$ cat config.mk
export PLATFORM = sky130hd
export DESIGN_NAME = shared_add_arb_flat
export DESIGN_NICKNAME = d
export VERILOG_FILES = /design/src/rtl/shared_add_arb_if.sv /design/src/rtl/shared_add_arb.sv /design/src/flat_wrapper.sv
export SDC_FILE = /design/constraint.sdc
export NUM_CORES = 1
export LEC_CHECK = 0
export ABC_AREA = 1
export BUFFER_PORTS_ARGS = -buffer_cell sky130_fd_sc_hd__buf_2
export CAP_MARGIN = 5
export CORE_UTILIZATION = 51
export DETAILED_ROUTE_END_ITERATION = 10
export PLACE_DENSITY = 0.77
export SETUP_SLACK_MARGIN = 0.1
export SYNTH_ARGS = -nofsm -noshare
export SYNTH_HDL_FRONTEND = slang
export SYNTH_SLANG_ARGS = --single-unit
$ cat constraint.sdc
create_clock -name clk -period 3.7 [get_ports clk]
set_input_delay 0 -clock clk [delete_from_list [all_inputs] [get_ports clk]]
set_output_delay 0 -clock clk [all_outputs]
set_load 0.01 [all_outputs]
$ cat src/rtl/shared_add_arb_if.sv
// rtl/shared_add_arb_if.sv - requester/result handshake bundle for the shared adder arbiter
interface shared_add_arb_if #(
  parameter int N = 4,
  parameter int R = 4
);
  localparam int IW = (R > 1) ? $clog2(R) : 1;

  logic [R-1:0]   IN_reqValid;
  logic [R*N-1:0] IN_reqA;
  logic [R*N-1:0] IN_reqB;
  logic [R-1:0]   OUT_reqReady;
  logic           OUT_resValid;
  logic [N-1:0]   OUT_resSum;
  logic           OUT_resCarry;
  logic [IW-1:0]  OUT_resId;
  logic           IN_resReady;
  logic [15:0]    OUT_grantCnt;

  modport master (
    output IN_reqValid, IN_reqA, IN_reqB, IN_resReady,
    input  OUT_reqReady, OUT_resValid, OUT_resSum, OUT_resCarry, OUT_resId, OUT_grantCnt
  );

  modport slave (
    input  IN_reqValid, IN_reqA, IN_reqB, IN_resReady,
    output OUT_reqReady, OUT_resValid, OUT_resSum, OUT_resCarry, OUT_resId, OUT_grantCnt
  );
endinterface

$ cat src/rtl/shared_add_arb.sv
// rtl/shared_add_arb.sv - round-robin arbiter feeding R requesters into one registered N-bit adder
module shared_add_arb #(
  parameter int N = 4,
  parameter int R = 4
) (
  input  logic             clk,
  input  logic             rst,
  shared_add_arb_if.slave  bus
);
  localparam int IW = (R > 1) ? $clog2(R) : 1;

  logic [IW-1:0] r_ptr;
  logic          r_res_valid;
  logic [N-1:0]  r_res_sum;
  logic          r_res_carry;
  logic [IW-1:0] r_res_id;
  logic [15:0]   r_grant_cnt;

  logic          w_free;
  logic          w_found;
  logic [IW-1:0] w_win;
  logic          w_accept;
  logic [IW-1:0] w_ptr_nxt;
  logic [N-1:0]  w_a;
  logic [N-1:0]  w_b;
  logic [N:0]    w_sum;
  logic [R-1:0]  w_ready;

  assign w_free = !r_res_valid || bus.IN_resReady;

  // Rotating search starting at r_ptr; idx carries one extra bit so the wrap works for any R.
  always_comb begin
    logic [IW:0] idx;
    w_found = 1'b0;
    w_win   = '0;
    idx     = '0;
    for (int k = 0; k < R; k++) begin
      idx = {1'b0, r_ptr} + (IW+1)'(k);
      if (idx >= (IW+1)'(R)) idx = idx - (IW+1)'(R);
      if (!w_found && bus.IN_reqValid[idx[IW-1:0]]) begin
        w_found = 1'b1;
        w_win   = idx[IW-1:0];
      end
    end
  end

  // Reset gates the grant so nothing is handed out while the block is held.
  assign w_accept  = rst && w_free && w_found;
  assign w_ptr_nxt = (w_win == IW'(R-1)) ? '0 : w_win + IW'(1);

  always_comb begin
    w_ready = '0;
    for (int i = 0; i < R; i++) begin
      if (w_accept && (w_win == IW'(i))) w_ready[i] = 1'b1;
    end
  end

  always_comb begin
    w_a = '0;
    w_b = '0;
    for (int i = 0; i < R; i++) begin
      if (w_win == IW'(i)) begin
        w_a = bus.IN_reqA[i*N +: N];
        w_b = bus.IN_reqB[i*N +: N];
      end
    end
  end

  // The single shared adder.
  assign w_sum = {1'b0, w_a} + {1'b0, w_b};

  always_ff @(posedge clk or negedge rst) begin
    if (!rst) begin
      r_ptr       <= '0;
      r_res_valid <= 1'b0;
      r_res_sum   <= '0;
      r_res_carry <= 1'b0;
      r_res_id    <= '0;
      r_grant_cnt <= '0;
    end else if (w_accept) begin
      r_ptr       <= w_ptr_nxt;
      r_res_valid <= 1'b1;
      r_res_sum   <= w_sum[N-1:0];
      r_res_carry <= w_sum[N];
      r_res_id    <= w_win;
      if (r_grant_cnt != 16'hFFFF) r_grant_cnt <= r_grant_cnt + 16'd1;
    end else if (bus.IN_resReady) begin
      r_res_valid <= 1'b0;
    end
  end

  assign bus.OUT_reqReady = w_ready;
  assign bus.OUT_resValid = r_res_valid;
  assign bus.OUT_resSum   = r_res_sum;
  assign bus.OUT_resCarry = r_res_carry;
  assign bus.OUT_resId    = r_res_id;
  assign bus.OUT_grantCnt = r_grant_cnt;
endmodule
$ cat src/flat_wrapper.sv
// flat-port wrapper written by rule: the top's interface ports become plain ports
module shared_add_arb_flat 
#(
  parameter int N = 4,
  parameter int R = 4
)
  (clk, rst, bus_IN_reqValid, bus_IN_reqA, bus_IN_reqB, bus_IN_resReady, bus_OUT_reqReady, bus_OUT_resValid, bus_OUT_resSum, bus_OUT_resCarry, bus_OUT_resId, bus_OUT_grantCnt);
  shared_add_arb_if #(.N(N), .R(R)) bus_i ();
  input  logic clk;
  input  logic rst;
  input wire logic [$bits(bus_i.IN_reqValid)-1:0] bus_IN_reqValid;
  input wire logic [$bits(bus_i.IN_reqA)-1:0] bus_IN_reqA;
  input wire logic [$bits(bus_i.IN_reqB)-1:0] bus_IN_reqB;
  input wire logic [$bits(bus_i.IN_resReady)-1:0] bus_IN_resReady;
  output wire logic [$bits(bus_i.OUT_reqReady)-1:0] bus_OUT_reqReady;
  output wire logic [$bits(bus_i.OUT_resValid)-1:0] bus_OUT_resValid;
  output wire logic [$bits(bus_i.OUT_resSum)-1:0] bus_OUT_resSum;
  output wire logic [$bits(bus_i.OUT_resCarry)-1:0] bus_OUT_resCarry;
  output wire logic [$bits(bus_i.OUT_resId)-1:0] bus_OUT_resId;
  output wire logic [$bits(bus_i.OUT_grantCnt)-1:0] bus_OUT_grantCnt;
  assign bus_i.IN_reqValid = bus_IN_reqValid;
  assign bus_i.IN_reqA = bus_IN_reqA;
  assign bus_i.IN_reqB = bus_IN_reqB;
  assign bus_i.IN_resReady = bus_IN_resReady;
  assign bus_OUT_reqReady = bus_i.OUT_reqReady;
  assign bus_OUT_resValid = bus_i.OUT_resValid;
  assign bus_OUT_resSum = bus_i.OUT_resSum;
  assign bus_OUT_resCarry = bus_i.OUT_resCarry;
  assign bus_OUT_resId = bus_i.OUT_resId;
  assign bus_OUT_grantCnt = bus_i.OUT_grantCnt;
  shared_add_arb #(.N(N), .R(R)) u_core (.clk(clk), .rst(rst), .bus(bus_i));
endmodule
==> results.toml, run 1 <==
[outcome]
status = "complete, no violations"

[setup_path]
cp-start-kind = "flop"
crit_type = "flop to flop"
worstPathArrival_ps = 3420
crit_family = "adder cells"
critPathMaxStageDelay_ps = 530
critical_path.max_fanout = 10
startpoint = "u_core.r_ptr[0]"
r2r-start = "u_core.r_ptr[0]"
cpMaxStageDelayCell = "dfrtp_1"
worstPathRequired_ps = 3870
cp_common_cell = "nand3_1"
cp_cell_sequence = "inv_4 > nand2_1 > nand3_1 > nand2_2 > inv_1 > nand3_1 > nand3_1 > inv_1 > ha_2 > clkinvlp_4 > nand3_1 > nand2_1 > o21ai_0 > a21oi_1 > ha_1 > fa_1 > xnor2_1 > o21ai_0"
end_kind = "flop"
crit_buf_inv = 4

[clocking]
cts_tree = "yes"
clockBufferDepth = 2
clock_latency_ps = 280
post_cts_buffers = 0
clk_pin_slew_worst_paths_ps = 90
root_buffer = "clkbuf_8"
cts_buffers = 3
htree_levels = 1
cts.sinks = 26

[route]
wirelength_um = 4760
wl_per_cell_um = 11.7
viasPerCell = 5.14
drtIter0Drc = 119
first_pass_iters = 4
dr_total_vias = 2088
final_antenna_net_count = 0
drc = 0

[power]
power.leakage_nw = 1.36
p_seq_share_pct = 15.8
peakVddDrop_mv = 1.22
comb_power_share_pct = 75.6
p_per_area_mw_per_mm2 = 1110
p_total_mw = 2.82
swShare_pct = 51.6
p_int_mw = 1.36
power.net_switching_mw = 1.45
clockPowerShare_pct = 8.6

[sta]
max_freq_ghz = 0.308
final-setup-viol-count = 0
period_minus_slack_ps = 3250
skew_ps = 2.78
tightestPinTransition_ps = 723
rsz0062_at_grt = "false"
hold_viol = 0
worst_slack_ps = 449
slew_headroom_pct = 51.7
slew_violations = 0
setup-tns-final_ps = 0
finalCritPeriodShare_pct = 87.9

[cells_and_area]
multi_input_area_sq_mm = 0.00128
seqCellArea_sq_um = 651
drive_gt1_share_pct = 26.3
fillers = 327
utilization_pct = 66.5
areaGrowthSynthToFinish_pct = 20.7
nets = 408
n_antenna_cell = 0
fin_area_sq_mm = 0.00253

[global_route]
grt_usage_pct = 23.0
antenna_found_initial = 0
gr-usage-met1_pct = 30.6
grt-ovfl-total = 0
use_met3_pct = 1.90
globalRoute.busiestLayer = "met2"
grt_use_met2_pct = 38.3
grt_pass1_vias = 1840
grt_pass1_wl_um = 7820
grt_max_degree = 28

[logic_synthesis]
yosysSeqAreaShare_pct = 31.1
avgSynthCellArea_sq_um = 7.10
yosysWarnings = 0
yosysUniqueCellTypes = 32
synth_seq_cells = 26
synth_area_sq_mm = 0.00209
syn_inst = 295
synth_fp_nets = 344

[die]
initial_core_util_pct = 55.1
pin_count = 67
fp.dieH_um = 66.1
row_count = 22
die-width_um = 66.1
die-area_sq_mm = 0.00436
coreArea_sq_mm = 0.00380

[placement]
io_buffers = 66
place_area_sq_mm = 0.00243
place.detailed.hpwl_um = 3670
post-place-ws_ps = 341
place_congestion = 0.908

[job]
cap_violations = 0

[min_path]
hold_class = "input port to flop"
hold_start = "bus_IN_reqA[12]"
==> placed cells by master (no fill, tap or decap), types with 3 or more instances in the layout <==
master,netlist,layout
nand3_2,7,7
buf_2,1,66
nand2_2,4,4
a21oi_1,18,18
xnor2_1,8,8
nand3_1,31,31
dfrtp_1,26,26
nor2_1,19,19
nand4_1,4,4
nand2_4,3,3
nand2_1,95,95
ha_1,9,7
clkbuf_8,0,3
xor2_1,8,8
inv_1,24,24
o21ai_0,13,13
nor3_1,3,3
==> metrics by stage <==
stage,cells,hold slack (ps)
after floorplan,295,-296
after global placement,400,37.4
after detailed placement,400,38.4
after CTS,406,205
after global routing,406,223
final,406,195
==> kinds of logic (layout without fill, tap and decap cells) <==
group / Yosys count / after routing / share of synthesized area, %
simple gates: 172 / 172 / 39.3
flops: 26 / 26 / 31.1
compound gates: 34 / 34 / 8.37
buf+inv: 37 / 100 / 8.19
fa+ha+maj: 10 / 10 / 6.34
xor+xnor: 16 / 16 / 6.69
==> flip-flops by register name (all words and copies together) (netlist names) <==
register                 cells
u_core.bus.OUT_resSum        4
u_core.bus.OUT_grantCnt     16
u_core.r_ptr                 2
u_core.bus.OUT_resId         2
u_core.bus.OUT_resCarry      1
u_core.bus.OUT_resValid      1
==> worst reg2reg max path, cell delays in order, from the launching register on <==
cell and delay, ps:
dfrtp_1 530, inv_4 90, nand2_1 90, nand3_1 110
nand2_2 150, inv_1 70, nand3_1 100, nand3_1 150
inv_1 120, ha_2 290, clkinvlp_4 220, nand3_1 120
nand2_1 60, o21ai_0 70, a21oi_1 90, ha_1 240
fa_1 400, xnor2_1 160, o21ai_0 90
==> area by class of cell <==
cell class / count / area share, %
flip-flops and latches: 26 / 25.8
multi-input cells: 232 / 50.5
repair buffers: 69 / 14.2
clock inverters: 1 / 1.19
well taps: 48 / 2.38
inverters: 27 / 4.36
clock buffers: 3 / 1.63
==> cells in the mapped netlist, drive strengths merged <==
library cell  instances  share of area [%]
nor3                  3               0.72
xor2                  8                3.3
clkbuf                3               0.54
a21oi                18                4.3
ha                    9                5.4
inv                  26                4.9
dfrtp                26                 31
o211ai                1               0.36
clkinv                1               0.18
nor2                 21                4.7
xnor2                 8                3.3
and2b                 1               0.36
a21boi                1               0.36
nand2               102                 20
nand4                 5                1.8
fa                    1               0.96
nand3b                1               0.36
o21ai                14                3.3
nand3                39                 12
buf                   7                2.6
==> path summary, 6_finish.rpt <==
path                                            end  slack (ps)  cells past startpoint
max in group asynchronous  u_core.bus.OUT_resSum[0]        3060                      2
setup / recovery           u_core.bus.OUT_resSum[2]         450                     18
min in group asynchronous   u_core.bus.OUT_resId[1]         250                      2
hold reg to reg            u_core.bus.OUT_resSum[1]         490                      2
setup reg to reg           u_core.bus.OUT_resSum[2]         450                     18
hold / removal             u_core.bus.OUT_resSum[0]         200                      6
==> power by group through the flow <==
stage | Sequential [mW] | Combinational (mW) | Clock [mW]
2_1_floorplan | 0.459 | 1.67 | 0
3_3_place_gp | 0.448 | 2.04 | 0
3_5_place_dp | 0.448 | 2.10 | 0
4_1_cts | 0.444 | 2.10 | 0.245
5_1_grt | 0.458 | 2.42 | 0.255
6_report | 0.445 | 2.13 | 0.242
==> layer usage <==
layer	vias to the layer above	share of wire [%]
met4	0	2.1
met5	-	0
met2	65	46
li1	1078	-
met3	8	5.0
met1	937	47
==> repair_timing <==
item                       in CTS  in global routing
hold endpoints to repair       27                  0
setup endpoints to repair       0                  4
hold buffers                    2                  0
gates resized for setup         0                  3
Power figures use the tool's default switching activity.
==> run 2: changes to the inputs <==
--- a/config.mk
+++ b/config.mk
@@ -10,6 +10,7 @@
 export CAP_MARGIN = 5
 export CORE_UTILIZATION = 51
 export DETAILED_ROUTE_END_ITERATION = 10
+export MAX_ROUTING_LAYER = met4
 export PLACE_DENSITY = 0.77
 export SETUP_SLACK_MARGIN = 0.1
 export SYNTH_ARGS = -nofsm -noshare
==> run 2 against run 1 <==
Net effect:
- power fell by 1.1%
- hold slack gained 16 ps
- combinational power about the same
- flip-flop and latch count unchanged
- cell count did not move
- utilization is essentially flat
- critical path type unchanged
- largest cell class unchanged
==> results.toml, run 2 (synthesis gave the netlist of run 1 again) <==
[setup_path]
rrSetupSlack_ps = 470
crit_type = "flop to flop"
r2r_cells = 21
end_kind = "flop"
worstPathArrival_ps = 3400
r2r_end = "u_core.bus.OUT_resCarry"
worstPathRequired_ps = 3870
r2r-start = "u_core.r_ptr[0]"
cp-start-kind = "flop"
critical_path.max_fanout = 10

[clocking]
cts_tree = "yes"
clockBufferDepth = 2
htree_levels = 1
root_buffer = "clkbuf_8"
cts.sinks = 26
clk_pin_slew_worst_paths_ps = 100
cts_buffers = 3
clock_latency_ps = 280

[cells_and_area]
seqCellArea_sq_um = 652
largest_register_ffs = 16
drive_gt1_share_pct = 26.5
n_antenna_cell = 0
fillers = 359
areaGrowthSynthToFinish_pct = 20.7
nets = 408
most-common-layout-cells = "95 x nand2_1, 66 x buf_2, 31 x nand3_1"
mostFrequentLayoutCell = "nand2_1"
multi_input_area_sq_mm = 0.00128

[route]
wirelength_um = 4820
drtIter0Drc = 146
first_pass_iters = 4
viasPerCell = 5.09
final_antenna_net_count = 0
wl_per_cell_um = 11.9
drc = 0
dr_total_vias = 2066

[sta]
skew_ps = 13.5
worst_slack_ps = 466
setup-tns-final_ps = 0
tightestPinTransition_ps = 734
slew_violations = 0
final-setup-viol-count = 0
hold_viol = 0
period_minus_slack_ps = 3230
slew_headroom_pct = 50.9
rsz0062_at_grt = "false"
finalCritPeriodShare_pct = 87.4
max_freq_ghz = 0.309

[outcome]
status = "complete, no violations"

[global_route]
grt_usage_pct = 25.0
grt_pass1_wl_um = 8310
antenna_found_initial = 0
grt_max_degree = 28
grt-ovfl-total = 0
grt_pass1_vias = 1908

[power]
p_per_area_mw_per_mm2 = 1100
peakVddDrop_mv = 1.17
power.leakage_nw = 1.36

[die]
initial_core_util_pct = 55.1
fp.dieH_um = 66.1
row_count = 22
coreArea_sq_mm = 0.00380
die-area_sq_mm = 0.00436
die-width_um = 66.1
pin_count = 67

[min_path]
hold_end = "u_core.bus.OUT_resSum[0]"
hold_start = "bus_IN_reqA[12]"
hold_class = "input port to flop"
min_path_cells = 6

[placement]
post-place-ws_ps = 356
place.detailed.hpwl_um = 3720
place_congestion = 0.882
io_buffers = 66

[job]
cap_violations = 0
-- run 2: cell types whose count changed in the layout (fill, tap and decap cells not counted) --
cell and change:
dfrtp_1 -1, dfrtp_2 +1
-- run 2: per-stage QoR --
step / area (sq um) / std cells / hold WS (ps) / total power [mW] / util [%]
6_report: 2530 / 406 / 212 / 2.78 / 66.5
5_1_grt: 2530 / 406 / 264 / 3.15 / 66.5
4_1_cts: 2520 / 406 / 213 / 2.78 / 66.3
3_5_place_dp: 2430 / 400 / 38.9 / 2.55 / 63.9
3_3_place_gp: 2430 / 400 / 36.4 / 2.49 / 63.9
2_1_floorplan: 2090 / 295 / -296 / 2.13 / -
-- run 2: where the power goes --
| part | switching, mW | total, mW | internal (mW) |
|---|---|---|---|
| clock | 0.0897 | 0.235 | 0.145 |
| combinational | 1.26 | 2.10 | 0.841 |
| sequential | 0.0779 | 0.447 | 0.370 |
-- run 2: timing repair --
action	CTS	global route
endpoints found under the hold margin	27	0
buffers inserted	0	0
resized for setup	0	4
endpoints found under the setup margin	0	4
hold buffers	2	0
-- run 2: worst max path at each step --
stage                         start                       end  slack (ps)  cells after the start
finish              u_core.r_ptr[0]   u_core.bus.OUT_resCarry         470                     21
global route        u_core.r_ptr[0]  u_core.bus.OUT_resSum[3]         130                     20
CTS                 u_core.r_ptr[0]  u_core.bus.OUT_resSum[3]         310                     19
detailed placement  u_core.r_ptr[0]   u_core.bus.OUT_resCarry         360                     20
global placement    u_core.r_ptr[0]  u_core.bus.OUT_resSum[2]         420                     19
floorplan           u_core.r_ptr[0]  u_core.bus.OUT_resSum[2]         640                     21
-- run 2: worst max-delay path, stage by stage, from the launching register on --
cell        delay, ps
dfrtp_2           480
inv_4             100
nand2_1            70
nand3_1           120
nand2_2           110
inv_1             100
nand2_1            60
nand2_1            70
nand3_1           150
inv_1             130
ha_2              300
clkinvlp_4        220
nand3_1           110
nand2_1            50
o21ai_0            60
a21oi_1            90
ha_1              240
fa_1              410
nand3_1           100
nand2_1            60
nand2_1            60
nand2_1            40
-- run 2: metal layers --
layer  wire [um]  track usage (%)  share of wire, %
met1        2290             31.3                47
met2        2300             42.3                48
met3         186             4.14               3.9
met4          48             5.59               1.0
met5           0                -                 0
-- run 2: area by class of cell --
type / count / share of cell area, %
sequential: 26 / 25.8
clock buffer: 3 / 1.63
multi-input combinational: 232 / 50.5
inverter: 27 / 4.36
clock inverter: 1 / 1.19
tap: 48 / 2.38
timing repair buffer: 69 / 14.2
